===== src/rtl/cond_exec_unit.sv =====
// Conditional-execution stage: holds NZCV, evaluates the ARM condition field and
// gates the control FSM's raw write requests into real PC/regfile/memory enables.
module cond_exec_unit #(
  parameter logic [3:0] FLAGS_RST = 4'b0000
) (
  input  logic       clk,
  input  logic       reset,
  input  logic [3:0] Cond,
  input  logic [3:0] ALUFlags,
  input  logic [1:0] FlagW,
  input  logic       NextPC,
  input  logic       Branch,
  input  logic       RegW,
  input  logic       MemW,
  output logic       PCWrite,
  output logic       RegWrite,
  output logic       MemWrite,
  output logic       CondEx,
  output logic [3:0] Flags
);

  typedef enum logic [3:0] {
    EQ = 4'b0000, NE = 4'b0001, CS = 4'b0010, CC = 4'b0011,
    MI = 4'b0100, PL = 4'b0101, VS = 4'b0110, VC = 4'b0111,
    HI = 4'b1000, LS = 4'b1001, GE = 4'b1010, LT = 4'b1011,
    GT = 4'b1100, LE = 4'b1101, AL = 4'b1110, NV = 4'b1111
  } cond_e;

  logic [3:0] flags_q;
  logic       cond_ex_reg;
  logic       flag_n, flag_z, flag_c, flag_v;

  assign {flag_n, flag_z, flag_c, flag_v} = flags_q;

  // Decode uses only the stored flags so the result never depends on this cycle's ALU.
  always_comb begin
    CondEx = 1'b0;
    case (cond_e'(Cond))
      EQ:      CondEx = flag_z;
      NE:      CondEx = ~flag_z;
      CS:      CondEx = flag_c;
      CC:      CondEx = ~flag_c;
      MI:      CondEx = flag_n;
      PL:      CondEx = ~flag_n;
      VS:      CondEx = flag_v;
      VC:      CondEx = ~flag_v;
      HI:      CondEx = flag_c & ~flag_z;
      LS:      CondEx = ~flag_c | flag_z;
      GE:      CondEx = (flag_n == flag_v);
      LT:      CondEx = (flag_n != flag_v);
      GT:      CondEx = ~flag_z & (flag_n == flag_v);
      LE:      CondEx = flag_z | (flag_n != flag_v);
      AL:      CondEx = 1'b1;
      default: CondEx = 1'b0;
    endcase
  end

  // Each flag half is written only when requested, so X on an unused ALUFlags half is never sampled.
  always_ff @(posedge clk) begin
    if (!reset) begin
      flags_q     <= FLAGS_RST;
      cond_ex_reg <= 1'b0;
    end else begin
      cond_ex_reg <= CondEx;
      if (FlagW[1] && CondEx) flags_q[3:2] <= ALUFlags[3:2];
      if (FlagW[0] && CondEx) flags_q[1:0] <= ALUFlags[1:0];
    end
  end

  // Registered condition keeps a multicycle instruction from cancelling its own writeback.
  assign PCWrite  = reset & (NextPC | (Branch & cond_ex_reg));
  assign RegWrite = reset & RegW & cond_ex_reg;
  assign MemWrite = reset & MemW & cond_ex_reg;
  assign Flags    = flags_q;

endmodule


===== config.mk =====
export PLATFORM = sky130hd
export DESIGN_NAME = cond_exec_unit
export DESIGN_NICKNAME = d
export VERILOG_FILES = /design/src/rtl/cond_exec_unit.sv
export SDC_FILE = /design/constraint.sdc
export NUM_CORES = 1
export LEC_CHECK = 0
export ABC_CLOCK_PERIOD_IN_PS = 1450
export BUFFER_PORTS_ARGS = -buffer_cell sky130_fd_sc_hd__buf_2
export CAP_MARGIN = 20
export CORE_AREA = 2 2 39 41
export CTS_BUF_LIST = sky130_fd_sc_hd__clkbuf_4 sky130_fd_sc_hd__clkbuf_8
export CTS_CLUSTER_DIAMETER = 30
export CTS_CLUSTER_SIZE = 24
export DETAILED_ROUTE_END_ITERATION = 8
export DIE_AREA = 0 0 41 43
export GPL_TIMING_DRIVEN = 0
export SLEW_MARGIN = 20
export SYNTH_ARGS = -nofsm -noshare
export SYNTH_HDL_FRONTEND = slang
export SYNTH_SLANG_ARGS = --single-unit
export TNS_END_PERCENT = 5

===== constraint.sdc =====
create_clock -name clk -period 1.45 [get_ports clk]
set_clock_uncertainty 0.05 [all_clocks]
set_input_delay 0.29 -clock clk [delete_from_list [all_inputs] [get_ports clk]]
set_output_delay 0.29 -clock clk [all_outputs]
set_load 0.01 [all_outputs]

==> key figures, run 1 <==
Power
  • Total power draw: 0.000500 W
  • Leak: 0.318 nW
  • Pwr per Cell Area: 776 nW/um^2
  • Max rail drop VDD: 0.000516 V

STA
  • Final hold viol count: 0
  • Slew Limit Fails: 0
  • Endpoints failing setup: 6
  • Worst-margin pin slew: 0.344 ns
  • Min cycle time layout: 1.91 ns
  • Final worst setup slack: -0.456 ns
  • Final Cycle Share: 131%
  • RSZ-0062 raised after global routing: true
  • Rel. slew slack: 77.1%
  • Setup TNS: -1.73 ns
  • Fmax: 525 MHz

Finish
  • Non-filler cells in the finished layout: 102
  • Commonest non-fill, non-tap cell in the layout: buf_2
  • Largest register FFs: 4
  • Area growth syn-to-layout: 60.9%
  • Inserted Diodes: 0
  • Nets: 103
  • Most frequent cells in the layout: buf_2, nand2_1, mux2i_1, buf_4, clkbuf_4
  • Util after Layout: 46.6%
  • Design area: 644 um^2
  • Share of cells above drive strength 1: 46.5%

Floorplan
  • Core area: 1380 um^2
  • Chip width: 41 um
  • Num ports: 24
  • Die height: 43 um
  • DIE AREA: 1760 um^2
  • Initial core utilization: 28.9%
  • Std cell rows: 14

Global route
  • Initial antenna violation count: 0
  • Largest net degree at the start of global routing: 11
  • Grt ovf: 0
  • First-pass GRT wire length: 1600 um
  • Vias in the first global route: 383
  • Gr usage total: 13.8%

Logic synthesis
  • Seq/Total Area, Yosys: 25.0%
  • Post-Syn Area per Cell: 7.55 um^2
  • Top cell type by total area after synthesis: dfxtp_1
  • Post-Synthesis Cells: 53
  • Synth top area cells: dfxtp_1, mux2i_1, nand2_1, nand2b_1, xnor2_1
  • Yosys warns: 0
  • Post-Syn Area: 400 um^2
  • Synth top area share: 25.0%
  • Syn Nets: 69
  • Yosys reg bits: 5
  • Cell variety after synth: 23

Clock tree
  • Clk buf depth: 2
  • CTS tree: built
  • Clk Latency, worst-skew pair: 0.25 ns
  • Root buf cell: clkbuf_4
  • CTS Buf Count: 3
  • Clk sink count: 5
  • CTS Hold Bufs: 0
  • H-tree Lvls: 1
  • Clock Pin Slew Worst Setup and Hold Paths: 0.05 ns

Placement
  • Final GP Congestion: 0.640
  • Final HPWL DP: 828 um
  • Placed cell area: 542 um^2
  • IO Port Bufs: 23
  • Placed cell count: 92

Worst setup path
  • Crit path launch type: register
  • CP cell instances: nand2b_4 > a32oi_2 > mux2i_1 > nand3_1 > buf_2
  • Crit path DAT: 1.57 ns
  • Critical path capture point type: output port
  • CP Max Fanout: 6
  • CP max stage delay: 0.36 ns
  • Crit path kind: reg -> out
  • CP required: 1.11 ns
  • Crit-path slowest cell: dfxtp_4

Detailed routing
  • 1st-iter DRT viols: 7
  • Via Count: 507
  • DRT antenna net count: 0
  • Drt total wl: 1160 um
  • Initial DRT Pass Iterations: 4
  • DRC viols: 0
  • WL/cell: 11.4 um
  • Vias per inst: 4.97

Run status
  • Status: finished with violations
  • Failing checks: setup timing

Min path
  • Hold crit path type: in -> reg

Job
  • Max cap viols: 0
## critical path, delay by kind of cell, from the launching register on
kind | cells | cell delay (ns)
compound gates | 1 | 0.22
buf+inv | 1 | 0.17
mux | 1 | 0.28
flops | 1 | 0.36
simple gates | 2 | 0.29
## power by group
group	leakage, nW	total [W]	internal (W)	switching [W]
sequential	0.0432	0.000162	0.000148	0.0000140
clock	0.0184	0.000183	0.000123	0.0000605
combinational	0.257	0.000155	0.0000825	0.0000723
total	0.318	0.000500	0.000353	0.000147
## path summary, 6_finish.rpt
kind              slack [ns]  depth (start not counted)                     to                   from
hold reg to reg         0.43                          2  Flags[2]$_SDFFE_PN0P_  Flags[2]$_SDFFE_PN0P_
setup reg to reg       -0.31                          7  Flags[3]$_SDFFE_PN0P_  Flags[0]$_SDFFE_PN0P_
hold / removal          0.23                          3  Flags[0]$_SDFFE_PN0P_            ALUFlags[0]
setup / recovery       -0.46                          5                 CondEx  Flags[0]$_SDFFE_PN0P_
## cell usage after synthesis
master,instances
nand2_1,10
mux2i_1,6
dfxtp_1,5
nand2b_1,4
a21oi_1,3
inv_1,3
a31oi_1,2
and3_1,2
nor2b_1,2
o22ai_1,2
xnor2_1,2
a32oi_1,1
and2_1,1
and3b_1,1
and3b_2,1
clkbuf_1,1
nand3_1,1
nor2_1,1
nor3b_1,1
nor4b_1,1
o21ai_0,1
o221ai_1,1
o31ai_1,1
## per-layer routing
layer  global-route usage, %  share of wire, %  wire length, um  up-vias
li1                        -                 -                -      256
met5                       0                 0                0        -
met1                    17.0                43              498      230
met4                    8.00               1.7               20        0
met2                    20.6                50              578       17
met3                    3.14               5.5               64        4
## layout make-up
type / instances / area, um^2
tap: 16 / 20.0
timing repair buffer: 29 / 160
fill: 155 / 739
clock buffer: 4 / 30.0
buffer: 1 / 3.75
sequential: 5 / 111
inverter: 3 / 11.3
multi-input combinational: 44 / 308
## stage by stage
stage,setup WS [ns],hold WS [ns]
after floorplan,-0.0496,0.372
after global placement,-0.333,0.435
after detailed placement,-0.346,0.441
after CTS,-0.434,0.223
after global routing,-0.505,0.247
final,-0.456,0.225
## cells by family after synthesis
logic type                count (synthesis)  synth area share (%)
xor gates and xnor gates                  2                  4.38
AOI/OAI and AO/OA                        11                  17.5
buffers and inverters                     4                  3.75
and+or+nand+nor                          25                  34.4
muxes                                     6                  15.0
DFF                                       5                  25.0
## what timing repair did
item                                    in CTS  in global routing
buffers inserted                             3                  3
endpoints found under the setup margin       6                  6
pin swaps                                    1                  1
resized for setup                            4                  1
No activity file was read; power rests on OpenSTA's default activity.
==> inputs of run 2 (changes only) <==
Settings changed: CELL_PAD_IN_SITES_DETAIL_PLACEMENT set to 0, CELL_PAD_IN_SITES_GLOBAL_PLACEMENT set to 2, CORE_AREA 2 2 39 41 to not set, CORE_UTILIZATION set to 19, DIE_AREA 0 0 41 43 to not set, PLACE_DENSITY_LB_ADDON set to 0.1.
==> key figures, run 2 (synthesized netlist as in run 1, its figures left out) <==
Clock tree
  • Clk sink count: 5 (unchanged)
  • Clock Pin Slew Worst Setup and Hold Paths: 0.04 ns (about the same)
  • Clk Latency, worst-skew pair: 0.24 ns (about the same)
  • CTS Hold Bufs: 0 (unchanged)
  • H-tree Lvls: 1 (unchanged)
  • CTS tree: built
  • Root buf cell: clkbuf_4
  • Clk buf depth: 2 (unchanged)
  • CTS Buf Count: 3 (unchanged)

Finish
  • Multi-input logic area: 312 um^2 (+1.2%)
  • FILL cells: 234 (+51%)
  • Most frequent cells in the layout: buf_2, nand2_1, mux2i_1
  • Nets: 101 (-1.9%)
  • Inserted Diodes: 0 (unchanged)
  • Share of cells above drive strength 1: 46.4% (-0.083 points)
  • Area growth syn-to-layout: 61.6%
  • Design area: 647 um^2 (+0.39%)
  • Commonest non-fill, non-tap cell in the layout: buf_2
  • Non-filler cells in the finished layout: 111 (+8.8%)
  • Util after Layout: 33.0% (-14 points)
  • Largest register FFs: 4 (unchanged)
  • Sequential cell area: 111 um^2 (unchanged)

Worst setup path
  • Worst setup path end: CondEx
  • Crit path from: Flags[3]$_SDFFE_PN0P_
  • CP max stage delay: 0.36 ns (about the same)
  • CP Max Fanout: 5 (-1)
  • Worst r2r path cells: 6 (-1)
  • Critical path capture point type: output port
  • Crit path max-delay family: flip-flops
  • CP cell instances: nand2b_4 > a32oi_2 > mux2i_2 > nand3_1 > buf_2
  • Crit path DAT: 1.55 ns (-0.02 ns)
  • Reg2reg start: Flags[2]$_SDFFE_PN0P_
  • R2r setup slk: -0.20 ns (+0.11 ns)
  • Crit path launch type: register
  • Crit-path slowest cell: dfxtp_4
  • Cell depth of the worst setup path: 5 (unchanged)
  • Worst R2R End: Flags[0]$_SDFFE_PN0P_
  • CP required: 1.11 ns (about the same)
  • WP buf/inv: 1 (unchanged)
  • Crit path kind: reg -> out

Power
  • Net Switching: 0.000142 W (-3.4%)
  • Clock Power Share: 36.4% (-0.3 points)
  • Pwr per Cell Area: 761 nW/um^2 (-2.0%)
  • Leak: 0.304 nW (-4.4%)
  • Total power draw: 0.000492 W (-1.6%)
  • Max rail drop VDD: 0.000494 V (-4.1%)
  • Reg power frac: 32.6% (+0.2 points)
  • Logic pwr share: 31.0% (about the same)
  • Sw frac: 28.8% (-0.54 points)
  • Internal power: 0.000350 W (-0.87%)

STA
  • Final worst setup slack: -0.441 ns (+0.0147 ns)
  • RSZ-0062 raised after global routing: true
  • Rel. slew slack: 74.0% (-3.1 points)
  • Final hold viol count: 0 (unchanged)
  • Slew Limit Fails: 0 (unchanged)
  • Worst-margin pin slew: 0.390 ns (+0.0464 ns)
  • Endpoints failing setup: 6 (unchanged)
  • Fmax: 529 MHz (+0.78%)
  • Min cycle time layout: 1.89 ns (-0.0147 ns)
  • Setup TNS: -1.23 ns (+0.501 ns)
  • Final Cycle Share: 130% (-1.0 points)

Floorplan
  • DIE AREA: 2290 um^2 (+30%)
  • Num ports: 24 (unchanged)
  • Chip width: 47.9 um (+17%)
  • Core area: 1960 um^2 (+42%)
  • Die height: 47.9 um (+11%)
  • Initial core utilization: 20.4% (-8.5 points)
  • Std cell rows: 16 (+2)

Run status
  • Status: finished with violations
  • Failing checks: setup timing

Detailed routing
  • Vias per inst: 4.46 (-10%)
  • 1st-iter DRT viols: 7 (unchanged)
  • Via Count: 495 (-2.4%)
  • WL/cell: 10.3 um (-9.4%)
  • DRC viols: 0 (unchanged)
  • Initial DRT Pass Iterations: 4 (unchanged)
  • Drt total wl: 1150 um (-1.4%)
  • DRT antenna net count: 0 (unchanged)

Global route
  • Vias in the first global route: 397 (+3.7%)
  • First-pass GRT wire length: 1760 um (+9.9%)
  • Initial antenna violation count: 0 (unchanged)
  • Gr usage total: 11.3% (-2.4 points)
  • Largest net degree at the start of global routing: 11 (unchanged)
  • Grt ovf: 0 (unchanged)

Placement
  • Placed cell count: 103 (+12%)
  • Final HPWL DP: 841 um (+1.6%)
  • IO Port Bufs: 23 (unchanged)
  • Placed cell area: 556 um^2 (+2.5%)
  • Final GP Congestion: 0.687 (+7.3%)

Min path
  • Hold path cells: 3 (unchanged)
  • Hold crit path type: in -> reg
  • Hold Startpoint: ALUFlags[2]

Job
  • Max cap viols: 0 (unchanged)
run 2: changes by cell type in the layout (fill, tap and decap cells not counted), sizes merged:
cell | previous run | this run
buf | 29 | 27
run 2: tightest hold or removal path, delay by kind of cell:
family                 cells  cell delay (ns)
buffers and inverters      1             0.09
muxes                      1             0.05
and+or+nand+nor            1             0.04
run 2: area by class of cell:
class                      instances  share of cell area (%)
buffer                             1                   0.580
clock buffer                       4                    4.64
inverter                           3                    1.74
multi-input combinational         44                    48.2
sequential                         5                    17.2
tap                               27                    5.22
timing repair buffer              27                    22.4
run 2: metrics by stage:
stage                     setup slack [ns]  hold slack (ns)
after CTS                           -0.436            0.235
final                               -0.441            0.236
after global routing                -0.545            0.236
after floorplan                    -0.0496            0.372
after global placement              -0.381            0.439
after detailed placement            -0.376            0.438
run 2: worst min-delay path by stage:
stage                            endpoint  slack [ns]
floorplan           Flags[2]$_SDFFE_PN0P_        0.37
global placement    Flags[1]$_SDFFE_PN0P_        0.44
detailed placement  Flags[1]$_SDFFE_PN0P_        0.44
CTS                 Flags[2]$_SDFFE_PN0P_        0.24
global route        Flags[3]$_SDFFE_PN0P_        0.24
finish              Flags[2]$_SDFFE_PN0P_        0.24
run 2: per-layer routing:
| metal | global-route usage [%] | up-vias | share of wire, % |
|---|---|---|---|
| met3 | 5.66 | 2 | 5.7 |
| met2 | 17.0 | 18 | 46 |
| li1 | - | 254 | - |
| met4 | 3.33 | 0 | 0.96 |
| met1 | 14.3 | 221 | 48 |
| met5 | 0 | - | 0 |
run 2: power by group through the flow:
stage / clock, W / sequential, W / combinational (W)
2_1_floorplan: 0 / 0.000166 / 0.0000713
3_3_place_gp: 0 / 0.000167 / 0.000128
3_5_place_dp: 0 / 0.000166 / 0.000128
4_1_cts: 0.000187 / 0.000160 / 0.000151
5_1_grt: 0.000202 / 0.000162 / 0.000171
6_report: 0.000179 / 0.000160 / 0.000152
run 2: timing repair:
item | in CTS | in global routing
endpoints found under the setup margin | 6 | 7
gates resized for setup | 5 | 1
pin swaps | 1 | 0
setup buffers | 4 | 0
